## src/rtl/nubus_master_fsm.sv

```systemverilog
// NuBus master transaction sequencer.
// Runs one local request through arbitration, address cycle, data wait and
// optional locked continuation. It then closes a locked sequence with an
// attention cycle. The active-low state-decode strobes are registered from the
// next state, so the downstream driver stage sees glitch-free levels that match
// the current state.
module nubus_master_fsm #(
    parameter int ARB_CYCLES     = 2,
    parameter int TIMEOUT_CYCLES = 255,
    parameter int TO_W           = 8
) (
    input  logic       nub_clkn,
    input  logic       nub_reset,
    // local request side
    input  logic       cpu_valid,
    input  logic [1:0] cpu_tm,
    input  logic       cpu_lock,
    output logic       cpu_ready,
    output logic       cpu_err,
    // bus side
    input  logic       arb_grant,
    input  logic       nub_startn,
    input  logic       nub_ackn,
    output logic       mst_arbcyn,
    output logic       mst_adrcyn,
    output logic       mst_dtacyn,
    output logic       mst_ownern,
    output logic       mst_lockedn,
    output logic       mst_tm1n,
    output logic       mst_tm0n,
    output logic       mst_timeout
);

    // The arbitration counter only has to reach ARB_CYCLES, because it saturates there.
    localparam int ARB_W = (ARB_CYCLES < 1) ? 1 : $clog2(ARB_CYCLES + 1);
    localparam logic [ARB_W-1:0] ARB_MAX = ARB_W'(ARB_CYCLES);
    // The data-wait counter starts at 0 on the first DATA clock.
    // The terminal clock is therefore count TIMEOUT_CYCLES-1.
    localparam logic [TO_W-1:0] TO_LAST = TO_W'(TIMEOUT_CYCLES - 1);

    typedef enum logic [2:0] {
        S_IDLE,
        S_ARB,
        S_ADDR,
        S_DATA,
        S_ATTN
    } state_t;

    state_t            state, state_nxt;
    logic [ARB_W-1:0]  arb_cnt, arb_cnt_nxt, arb_inc;
    logic [TO_W-1:0]   to_cnt, to_cnt_nxt;
    logic [1:0]        tm_q, tm_nxt;
    logic              lock_q, lock_nxt;
    logic              bus_busy, bus_busy_nxt;
    logic              ack_seen;
    logic              to_terminal;
    logic              ready_nxt, err_nxt;
    logic              arbcyn_nxt, adrcyn_nxt, dtacyn_nxt, ownern_nxt;
    logic              lockedn_nxt, tm1n_nxt, tm0n_nxt;

    assign ack_seen    = ~nub_ackn;
    assign arb_inc     = (arb_cnt >= ARB_MAX) ? ARB_MAX : arb_cnt + ARB_W'(1);
    assign to_terminal = (state == S_DATA) && (to_cnt == TO_LAST);

    // The timeout strobe belongs to the terminal DATA clock itself.
    // It is suppressed when ACK* is sampled in that same clock.
    assign mst_timeout = to_terminal & ~ack_seen;

    // Another master's bus tenure runs from its START* to the next ACK*.
    // A START* in the same cycle as an ACK* marks the bus as busy.
    always_comb begin
        bus_busy_nxt = bus_busy;
        if (!nub_startn && mst_ownern) begin
            bus_busy_nxt = 1'b1;
        end else if (ack_seen) begin
            bus_busy_nxt = 1'b0;
        end
    end

    // Next-state logic, plus the counter, tm and lock latch updates.
    always_comb begin
        // NOTE: every signal gets a default before the case. If an arm leaves a
        // signal unassigned, the signal then holds its value on purpose instead
        // of inferring a latch.
        state_nxt   = state;
        arb_cnt_nxt = arb_cnt;
        to_cnt_nxt  = to_cnt;
        tm_nxt      = tm_q;
        lock_nxt    = lock_q;
        ready_nxt   = 1'b0;
        err_nxt     = 1'b0;

        unique case (state)
            S_IDLE: begin
                if (cpu_valid) begin
                    tm_nxt      = cpu_tm;
                    lock_nxt    = cpu_lock;
                    arb_cnt_nxt = '0;
                    state_nxt   = S_ARB;
                end
            end

            S_ARB: begin
                // Losing the grant throws away any arbitration time already spent.
                if (!arb_grant) begin
                    arb_cnt_nxt = '0;
                end else begin
                    arb_cnt_nxt = arb_inc;
                    if ((arb_inc >= ARB_MAX) && !bus_busy) begin
                        state_nxt = S_ADDR;
                    end
                end
            end

            S_ADDR: begin
                to_cnt_nxt = '0;
                state_nxt  = S_DATA;
            end

            S_DATA: begin
                to_cnt_nxt = to_cnt + TO_W'(1);
                if (ack_seen) begin
                    ready_nxt = 1'b1;
                    if (lock_q && cpu_valid && cpu_lock) begin
                        // A locked continuation keeps ownership and goes straight back to ADDR.
                        tm_nxt    = cpu_tm;
                        state_nxt = S_ADDR;
                    end else if (lock_q) begin
                        state_nxt = S_ATTN;
                    end else begin
                        state_nxt = S_IDLE;
                    end
                end else if (to_terminal) begin
                    err_nxt   = 1'b1;
                    state_nxt = lock_q ? S_ATTN : S_IDLE;
                end
            end

            S_ATTN: begin
                lock_nxt  = 1'b0;
                state_nxt = S_IDLE;
            end

            default: begin
                state_nxt = S_IDLE;
            end
        endcase
    end

    // Strobe decode of the state being entered. It is registered below so that
    // the strobes line up with that state.
    always_comb begin
        arbcyn_nxt  = 1'b1;
        adrcyn_nxt  = 1'b1;
        dtacyn_nxt  = 1'b1;
        ownern_nxt  = 1'b1;
        lockedn_nxt = 1'b1;
        tm1n_nxt    = 1'b1;
        tm0n_nxt    = 1'b1;

        unique case (state_nxt)
            S_ARB: begin
                arbcyn_nxt = 1'b0;
            end

            S_ADDR: begin
                ownern_nxt  = 1'b0;
                arbcyn_nxt  = 1'b0;
                adrcyn_nxt  = 1'b0;
                lockedn_nxt = ~lock_nxt;
                tm1n_nxt    = ~tm_nxt[1];
                tm0n_nxt    = ~tm_nxt[0];
            end

            S_DATA: begin
                // A locked sequence keeps asserting arbitration so that ownership is not released.
                ownern_nxt  = 1'b0;
                dtacyn_nxt  = 1'b0;
                arbcyn_nxt  = ~lock_nxt;
                lockedn_nxt = ~lock_nxt;
                tm1n_nxt    = ~tm_nxt[1];
                tm0n_nxt    = ~tm_nxt[0];
            end

            S_ATTN: begin
                // Because lockedn is inactive here, the driver emits NULL-ATTN.
                ownern_nxt = 1'b0;
                arbcyn_nxt = 1'b0;
            end

            default: begin
            end
        endcase
    end

    // State register and the datapath latches that go with it.
    always_ff @(posedge nub_clkn or posedge nub_reset) begin
        // NOTE: sequential state uses non-blocking assignments only. Every
        // register then samples the pre-edge values, whatever the statement order.
        if (nub_reset) begin
            state    <= S_IDLE;
            arb_cnt  <= '0;
            to_cnt   <= '0;
            tm_q     <= 2'b00;
            lock_q   <= 1'b0;
            bus_busy <= 1'b0;
        end else begin
            state    <= state_nxt;
            arb_cnt  <= arb_cnt_nxt;
            to_cnt   <= to_cnt_nxt;
            tm_q     <= tm_nxt;
            lock_q   <= lock_nxt;
            bus_busy <= bus_busy_nxt;
        end
    end

    // Registered strobes and the one-cycle completion pulses.
    always_ff @(posedge nub_clkn or posedge nub_reset) begin
        if (nub_reset) begin
            mst_arbcyn  <= 1'b1;
            mst_adrcyn  <= 1'b1;
            mst_dtacyn  <= 1'b1;
            mst_ownern  <= 1'b1;
            mst_lockedn <= 1'b1;
            mst_tm1n    <= 1'b1;
            mst_tm0n    <= 1'b1;
            cpu_ready   <= 1'b0;
            cpu_err     <= 1'b0;
        end else begin
            mst_arbcyn  <= arbcyn_nxt;
            mst_adrcyn  <= adrcyn_nxt;
            mst_dtacyn  <= dtacyn_nxt;
            mst_ownern  <= ownern_nxt;
            mst_lockedn <= lockedn_nxt;
            mst_tm1n    <= tm1n_nxt;
            mst_tm0n    <= tm0n_nxt;
            cpu_ready   <= ready_nxt;
            cpu_err     <= err_nxt;
        end
    end

endmodule

```

## config.mk

```make
export PLATFORM = sky130hd
export DESIGN_NAME = nubus_master_fsm
export DESIGN_NICKNAME = d
export VERILOG_FILES = /design/src/rtl/nubus_master_fsm.sv
export SDC_FILE = /design/constraint.sdc
export NUM_CORES = 1
export LEC_CHECK = 0
export ABC_AREA = 1
export CELL_PAD_IN_SITES_DETAIL_PLACEMENT = 0
export CELL_PAD_IN_SITES_GLOBAL_PLACEMENT = 1
export CORE_MARGIN = 8
export CORE_UTILIZATION = 39
export CTS_CLUSTER_DIAMETER = 60
export CTS_CLUSTER_SIZE = 25
export DETAILED_ROUTE_END_ITERATION = 6
export PLACE_DENSITY_LB_ADDON = 0.1
export SYNTH_ARGS = -nofsm -noshare
export SYNTH_HDL_FRONTEND = slang
export SYNTH_SLANG_ARGS = --single-unit
export TNS_END_PERCENT = 30
```

## constraint.sdc

```tcl
create_clock -name nub_clkn -period 1.6 [get_ports nub_clkn]
set_clock_uncertainty 0.1 [all_clocks]
set_input_delay 0.32 -clock nub_clkn [delete_from_list [all_inputs] [get_ports nub_clkn]]
set_output_delay 0.32 -clock nub_clkn [all_outputs]
set_load 0.01 [all_outputs]
```

### Word-level counts from Yosys, hierarchy flattened

Index checks and enable logic that the tools add are counted.

| word-level totals | value |
|---|---|
| bits in registers | 26 |

| operators by class | value |
|---|---|
| equality and inequality tests | 11 |
| bitwise logic cells | 4 |
| reduce and logical (&&, ||, !) cells | 14 |
| $lt $le $gt $ge | 2 |
| $add $sub $neg | 2 |
| muxes and demuxes | 33 |

Operators with widths:

| cell | count |
|---|---|
| $mux 3 | 7 |
| $pmux 8 s2 | 1 |
| $mux 1 | 14 |
| $eq 3x2->1 const B | 4 |
| $mux 2 | 6 |
| $pmux 3 s4 | 1 |
| $add 8x1->8 const B | 1 |
| $eq 8x8->1 const B | 1 |
| $pmux 2 s2 | 2 |
| $eq 3x1->1 const B | 2 |
| $eq 3x3->1 const B | 2 |
| $reduce_or 3->1 | 2 |
| $logic_and 1x1->1 | 5 |
| $ge 2x2->1 const B | 2 |
| $pmux 1 s2 | 2 |
| $reduce_bool 2->1 | 2 |
| $logic_not 3->1 | 1 |
| $not 1->1 | 3 |
| $add 2x1->2 const B | 1 |
| $logic_not 1->1 | 2 |
| $ne 2x1->1 const B | 1 |
| $ne 2x2->1 const B | 1 |
| $reduce_and 2->1 | 1 |
| $reduce_or 2->1 | 1 |
| $and 1x1->1 | 1 |

### Logic depth before layout (Yosys ltp)

Gate-level depths: netlist of the first run.

| depth | value |
|---|---|
| word-level depth | 10 |
| gate-level depth with buffers | 10 |
| depth with buffers taken out | 10 |

### Least setup slack after synthesis of the first run

No wires, ideal clock.

| timing | value |
|---|---|
| path kind | reg-to-output |
| start point | register to_cnt[0] |
| end point | output port mst_timeout |
| cell stages (with the launch flop) | 7 |
| path slack | 144 ps |
| path buffers | 0 |
| data required time | 1180 ps |
| arrival | 1036 ps |
| cells stage by stage | dfrtp_1 > inv_1 > ha_1 > inv_1 > nor2_1 > nand3_2 > nor2_1 |

| between the ends | value |
|---|---|
| cells in the longest elaborated chain, start to end | 3 |

Ends and longest elaborated chain:

| element | RTL line | RTL |
|---|---|---|
| from (decl) | 51 | `logic [TO_W-1:0] to_cnt, to_cnt_nxt;` |
| from (signal assigned) | 210 | `to_cnt <= to_cnt_nxt;` |
| $eq 8x8->1 | 63 | `assign to_terminal = (state == S_DATA) && (to_cnt == TO_LAST);` |
| $logic_and 1x1->1 | 63 |  |
| $and 1x1->1 | 67 | `assign mst_timeout = to_terminal & ~ack_seen;` |
| to (decl) | 31 | `output logic mst_timeout` |

No other way between the ends.

### Worst setup path in the final report of the first run

Same ends and word-level chain as after synthesis.

==> metrics.txt, run 1 <==
Clock H-tree levels 1; hpwl dp 2190 um; most frequent CP cell inv_2; post-synthesis xor/xnor area fraction 2.09%; Post-Syn Area 1260 um2; setup TNS -0.236 ns; first-pass GRT wire length 4750 um; CTS tree built; Post-Synth Adder-Cell Area 1.99%; CP bufs+invs 3; Worst EP required 1.18 ns; fillcell total 307; Seq/Total Area, Yosys 52.4%; vias in the first global route 1,089; Final Hold Fails 0; post-synthesis mux area share 0%; initial antenna violation count 0; hold_buf cts 0; maxcap violations 0; Setup crit start to_cnt[0]$_DFFE_PP0P_; die area 5300 um2; Leakage Power 0.861 nW; failing checks negative setup slack; largest family of logic cells by synthesized area simple AND/OR/NAND/NOR gates; Vias per Instance 4.54; slew margin rel. 77.9%; 1st-iter DRT viols 27; Worst Slack Setup Final -0.236 ns; fin crit share 115%; worst min path class primary input to async pin; Yosys warning count 0; GRT Total Usage 11.4%; Via Count 1,057; synth-to-layout area growth 36.2%; Clock Root Buffer clkbuf_4; leading area contributor after synthesis dfrtp_1; Post-DRT Antenna Nets 0; Horiz. Die Dim 72.8 um; Worst R2R Start to_cnt[1]$_DFFE_PP0P_; top-area cell type share of the netlist area 37.8%; Tightest Pin Transition 0.332 ns; final net count 201; syn nets 155; CP arrival 1.42 ns; Die H 72.8 um; Clock transition at path regs 0.14 ns; final instance area 1710 um2; gr ovfl total 0; layout cells sized above 1 29.1%; port bufs 18; clock buffer depth 2; drt first pass iters 4; Routed WL per cell 11.9 um; predominant post-synthesis flop cell dfrtp_1; cells along the critical path inv_2, ha_4, inv_2, nor2_4, nand3_2, nor2_1, buf_2; CP endpoint kind output pin; max incr delay on CP 0.41 ns; worst setup path category register to output pin; top post-synthesis cells by count nand2_1 (31), inv_1 (24), dfrtp_1 (19); cts bufs inserted 3; row cnt 20; DRC Markers 0; # clock sinks 26; Post-Synth Simple-Gate Area 27.3%; largest net degree at the start of global routing 27; worst skew pair latency 0.32 ns; Mapped Cells 144; Final GP Congestion 0.814; count leader, synth nand2_1; Post-synth EDFFs 0; final setup fails 1; startpoint types register; Async SR Flop Fraction 100%; Final min period 1.84 ns; Peak VDD IR 633 uV; Area after DPL 1660 um2; CP max stage cell dfrtp_1; Core Area 3050 um2; top post-synthesis cells by area dfrtp_1 (38%), dfstp_2 (15%), nand2_1 (9.3%), inv_1 (7.2%), nand3_1 (4.8%); PD cells 1440 nW/um2; mean post-synth cell area 8.73 um2; fin. max-slew vios 0; RSZ-0062 raised after global routing yes; post-synthesis compound-gate area fraction 7.86%; outcome finished, violations left; FF+latch count, synth 26; Max Clock Freq 0.545 GHz; # IOs 19; Worst path top cell family by delay flip-flops; initial core utilization 41.2%; drt total wl 2770 um; Synth cell types 26; Worst Path Max Fanout 2; Worst R2R Setup Slack 0.09 ns; number of antenna diodes 0
[cell families (layout without fill, tap and decap cells)]
logic type               after synthesis  count (layout)
flip-flops                            26              26
XOR/XNOR                               3               3
AO/OA/AOI/OAI                         17              17
AND/OR/NAND/NOR                       68              68
buffers and inverters                 28              73
adder cells (fa/ha/maj)                2               2
[through the flow]
step	instances	hold slack, ns	power, mW	util (%)	setup slack, ns
after floorplan	144	0.255	1.62	-	0.144
after global placement	228	0.396	2.10	54.3	-0.310
after detailed placement	228	0.395	2.12	54.3	-0.350
after CTS	232	0.238	2.43	55.0	-0.238
after global routing	233	0.273	2.67	56.1	-0.300
final	233	0.228	2.46	56.1	-0.236
[layout make-up]
class                           instances  area (um2)  share of cell area, %
Sequential cell                        26         659                   38.5
Clock buffer                            4        36.3                   2.12
Inverter                               28         105                   6.14
Multi-Input combinational cell         90         520                   30.4
Timing Repair Buffer                   41         337                   19.6
Tap cell                               44        55.1                   3.21
[worst min-delay path, cell delays in order]
cell and delay [ns]:
clkdlybuf4s50_1 0.39, inv_1 0.05, buf_4 0.31
[cells in the final DEF, fill, tap and decap left out, drive strengths merged]
cell type      instances
inv                   28
ha                     2
o22ai                  5
clkbuf                 4
o211ai                 1
nand2                 33
o21ai                  8
xnor2                  1
o21bai                 1
nand4                  1
xor2                   2
buf                   24
a22oi                  1
nand3                 15
a21oi                  1
dfrtp                 19
nor3                   3
nor2                  16
dfstp                  7
dlygate4sd2            9
clkdlybuf4s50          8
[routing by layer]
layer / wire length, um / GRT usage (%) / up-vias
li1: - / - / 549
met1: 1220 / 13.8 / 485
met2: 1350 / 18.6 / 19
met3: 157 / 2.61 / 4
met4: 31 / 5.11 / 0
met5: 0 / 0 / -
[registers in the layout, summed over array words and instances, names as in the netlist, 2 cells and up]
register and cells:
to_cnt 8, state 3, arb_cnt 2, tm_q 2
[path summary, 6_finish.rpt]
kind,cells after the start,end
min in group nub_clkn,2,tm_q[1]$_DFF_PP0_
max in group asynchronous,3,mst_arbcyn$_DFF_PP1_
max reg2reg,7,to_cnt[6]$_DFFE_PP0P_
max,7,mst_timeout
min reg2reg,2,tm_q[1]$_DFF_PP0_
min,3,cpu_ready$_DFF_PP0_
[repair_timing]
item,4_1_cts,5_1_grt
pin swaps,2,4
setup endpoints to repair,10,5
resized for setup,15,6
buffers inserted,0,1
[where the power goes]
part	internal [mW]	switching [mW]	leakage [nW]
clock network	0.139	0.193	0.0210
registers	0.866	0.0848	0.325
logic	0.517	0.662	0.515
total	1.52	0.940	0.861
No activity file was read; power rests on OpenSTA's default activity.
==> run 2, diff against run 1 <==
Settings changed: ABC_CLOCK_PERIOD_IN_PS set to 1600.
==> results of run 2 <==
Final layout, timing and power as in run 1 (identical DEF).
==> run 3, diff against run 2 <==
Settings changed: CTS_CLUSTER_SIZE 25 to 28, PLACE_DENSITY set to 0.82, PLACE_DENSITY_LB_ADDON 0.1 to not set.
==> run 3 against run 2 <==
The flow still finishes with violations (negative setup slack). Clock-buffer cell count unchanged. Cell count increased by 1.3%. Clock power decreased by 3%. Sequential share of layout area decreased by 1.1 points. Worst hold slack improved by 0.012 ns. Register-to-register slack got worse by 0.27 ns.
==> metrics.txt, run 3 (synthesis results as in run 1) <==
met1 GRT Util 13.0% (was 13.8%); final net count 204 (was 201); hold_buf cts 0 (unchanged); commonest cells after routing, fill and taps aside nand2_1 (27), buf_4 (26), inv_1 (22) (was nand2_1 (31), buf_4 (23), inv_1 (22)); Worst Slack Setup Final -0.195 ns (was -0.236 ns); met2 usage 21.2% (was 18.6%); largest net degree at the start of global routing 27 (unchanged); 1st-iter DRT viols 43 (was 27); drt total wl 2860 um (was 2770 um); clock buffer depth 2 (unchanged); Clock H-tree levels 1 (unchanged); gr ovfl total 0 (unchanged); max reg flops 8 (unchanged); fin crit share 112% (was 115%); DRC Markers 0 (unchanged); first-pass GRT wire length 4970 um (was 4750 um); RSZ-0062 raised after global routing yes (unchanged); max incr delay on CP 0.42 ns (was 0.41 ns); global route hottest layer met2 (unchanged); biggest regs to_cnt: 8 flops, state: 3 flops (unchanged); cells along the critical path inv_2, ha_4, inv_2, nor2_4, nand3_2, nor2_1, buf_2 (unchanged); number of antenna diodes 0 (unchanged); initial antenna violation count 0 (unchanged); layout cells sized above 1 32.8% (was 29.1%); maxcap violations 0 (unchanged); Post-Place Cells 227 (was 228); drt first pass iters 4 (unchanged); Post-DRT Antenna Nets 0 (unchanged); Horiz. Die Dim 72.8 um (unchanged); CP arrival 1.37 ns (was 1.42 ns); slew margin rel. 78.8% (was 77.9%); Final GP Congestion 0.826 (was 0.814); Via Count 1,095 (was 1,057); die area 5300 um2 (unchanged); fin. max-slew vios 0 (unchanged); Final min period 1.79 ns (was 1.84 ns); worst min path class primary input to async pin (unchanged); Die H 72.8 um (unchanged); Place WS -0.341 ns (was -0.350 ns); CP endpoint kind output pin (unchanged); row cnt 20 (unchanged); synth-to-layout area growth 40.3% (was 36.2%); Leakage Power 0.888 nW (was 0.861 nW); failing checks negative setup slack (unchanged); Final Hold Fails 0 (unchanged); startpoint types register (unchanged); worst setup path category register to output pin (unchanged); hpwl dp 2210 um (was 2190 um); Core Area 3050 um2 (unchanged); PD cells 1420 nW/um2 (was 1440 nW/um2); port bufs 18 (unchanged); Final Non-Filler Cells 236 (was 233); Largest Register to_cnt (unchanged); cts bufs inserted 3 (unchanged); Peak VDD IR 594 uV (was 633 uV); CP max stage cell dfrtp_1 (unchanged); # IOs 19 (unchanged); Vias per Instance 4.64 (was 4.54); # clock sinks 26 (unchanged); Worst Path Max Fanout 2 (unchanged); Clock transition at path regs 0.13 ns (was 0.14 ns); outcome finished, violations left (unchanged); GRT Total Usage 11.8% (was 11.4%); Worst EP required 1.18 ns (about the same); commonest non-fill, non-tap cell in the layout nand2_1 (unchanged); Routed WL per cell 12.1 um (was 11.9 um); Tightest Pin Transition 0.318 ns (was 0.332 ns); Max Clock Freq 0.557 GHz (was 0.545 GHz); vias in the first global route 1,142 (was 1,089); grt met3 use 2.88% (was 2.61%); fillcell total 289 (was 307); CTS tree built (unchanged); final setup fails 10 (was 1); initial core utilization 41.2% (unchanged); worst skew pair latency 0.32 ns (about the same); most frequent CP cell inv_2 (unchanged); Clock Root Buffer clkbuf_4 (unchanged)
==> run 3: cell types whose count changed in the layout (fill, tap and decap cells not counted), sizes merged <==
cell	delta
dlygate4sd2	-1
clkdlybuf4s15	+1
buf	+3
==> run 3: cell type report <==
class                      instances  area (um2)  area share, %
sequential                        26         659           37.4
multi-input combinational         90         543           30.8
timing repair buffer              44         360           20.4
inverter                          28         110           6.24
tap                               44        55.1           3.12
clock buffer                       4        36.3           2.06
==> run 3: repair_timing <==
item / in CTS / in global routing
setup endpoints to repair: 10 / 12
buffers inserted: 5 / 0
resized for setup: 16 / 15
pin swaps: 2 / 5
==> run 3: final timing paths <==
path	start	endpoint	slack [ns]	depth (start not counted)
worst max register to register	to_cnt[0]$_DFFE_PP0P_	mst_lockedn$_DFF_PP1_	-0.18	14
min in group nub_clkn	mst_ownern$_DFF_PP1_	bus_busy$_DFFE_PP0P_	0.42	2
worst min register to register	mst_ownern$_DFF_PP1_	bus_busy$_DFFE_PP0P_	0.42	2
max in group asynchronous	nub_reset	mst_adrcyn$_DFF_PP1_	0.87	3
worst min-delay path	nub_reset	arb_cnt[0]$_DFFE_PP0P_	0.24	3
worst max-delay path	to_cnt[0]$_DFFE_PP0P_	mst_timeout	-0.19	7
==> run 3: where the power goes <==
group / total, mW / internal [mW] / switching [mW] / leakage (nW)
clock: 0.323 / 0.139 / 0.183 / 0.0210
sequential: 0.953 / 0.866 / 0.0868 / 0.325
combinational: 1.24 / 0.517 / 0.720 / 0.541
==> run 3: layer usage <==
layer | vias to the layer above | routed length [um]
met1 | 519 | 1270
met5 | - | 0
met4 | 0 | 34
met3 | 5 | 160
met2 | 21 | 1400
li1 | 550 | -
==> run 3: worst max-delay path, delay by kind of cell, from the launching register on <==
kind | cells | cell delay [ns]
buffers and inverters | 3 | 0.26
flip-flops | 1 | 0.42
adder cells (fa/ha/maj) | 1 | 0.12
AND/OR/NAND/NOR | 3 | 0.26
==> run 3: per-stage QoR <==
step / power (mW) / TNS (ns) / instance area [um2] / utilization [%] / hold slack [ns]
4_1_cts: 2.42 / -1.33 / 1710 / 56.1 / 0.244
5_1_grt: 2.70 / -2.32 / 1760 / 57.8 / 0.302
3_3_place_gp: 2.06 / -1.20 / 1650 / 54.1 / 0.399
2_1_floorplan: 1.62 / 0 / 1260 / - / 0.255
3_5_place_dp: 2.10 / -1.28 / 1650 / 54.1 / 0.404
6_report: 2.51 / -1.51 / 1760 / 57.8 / 0.240
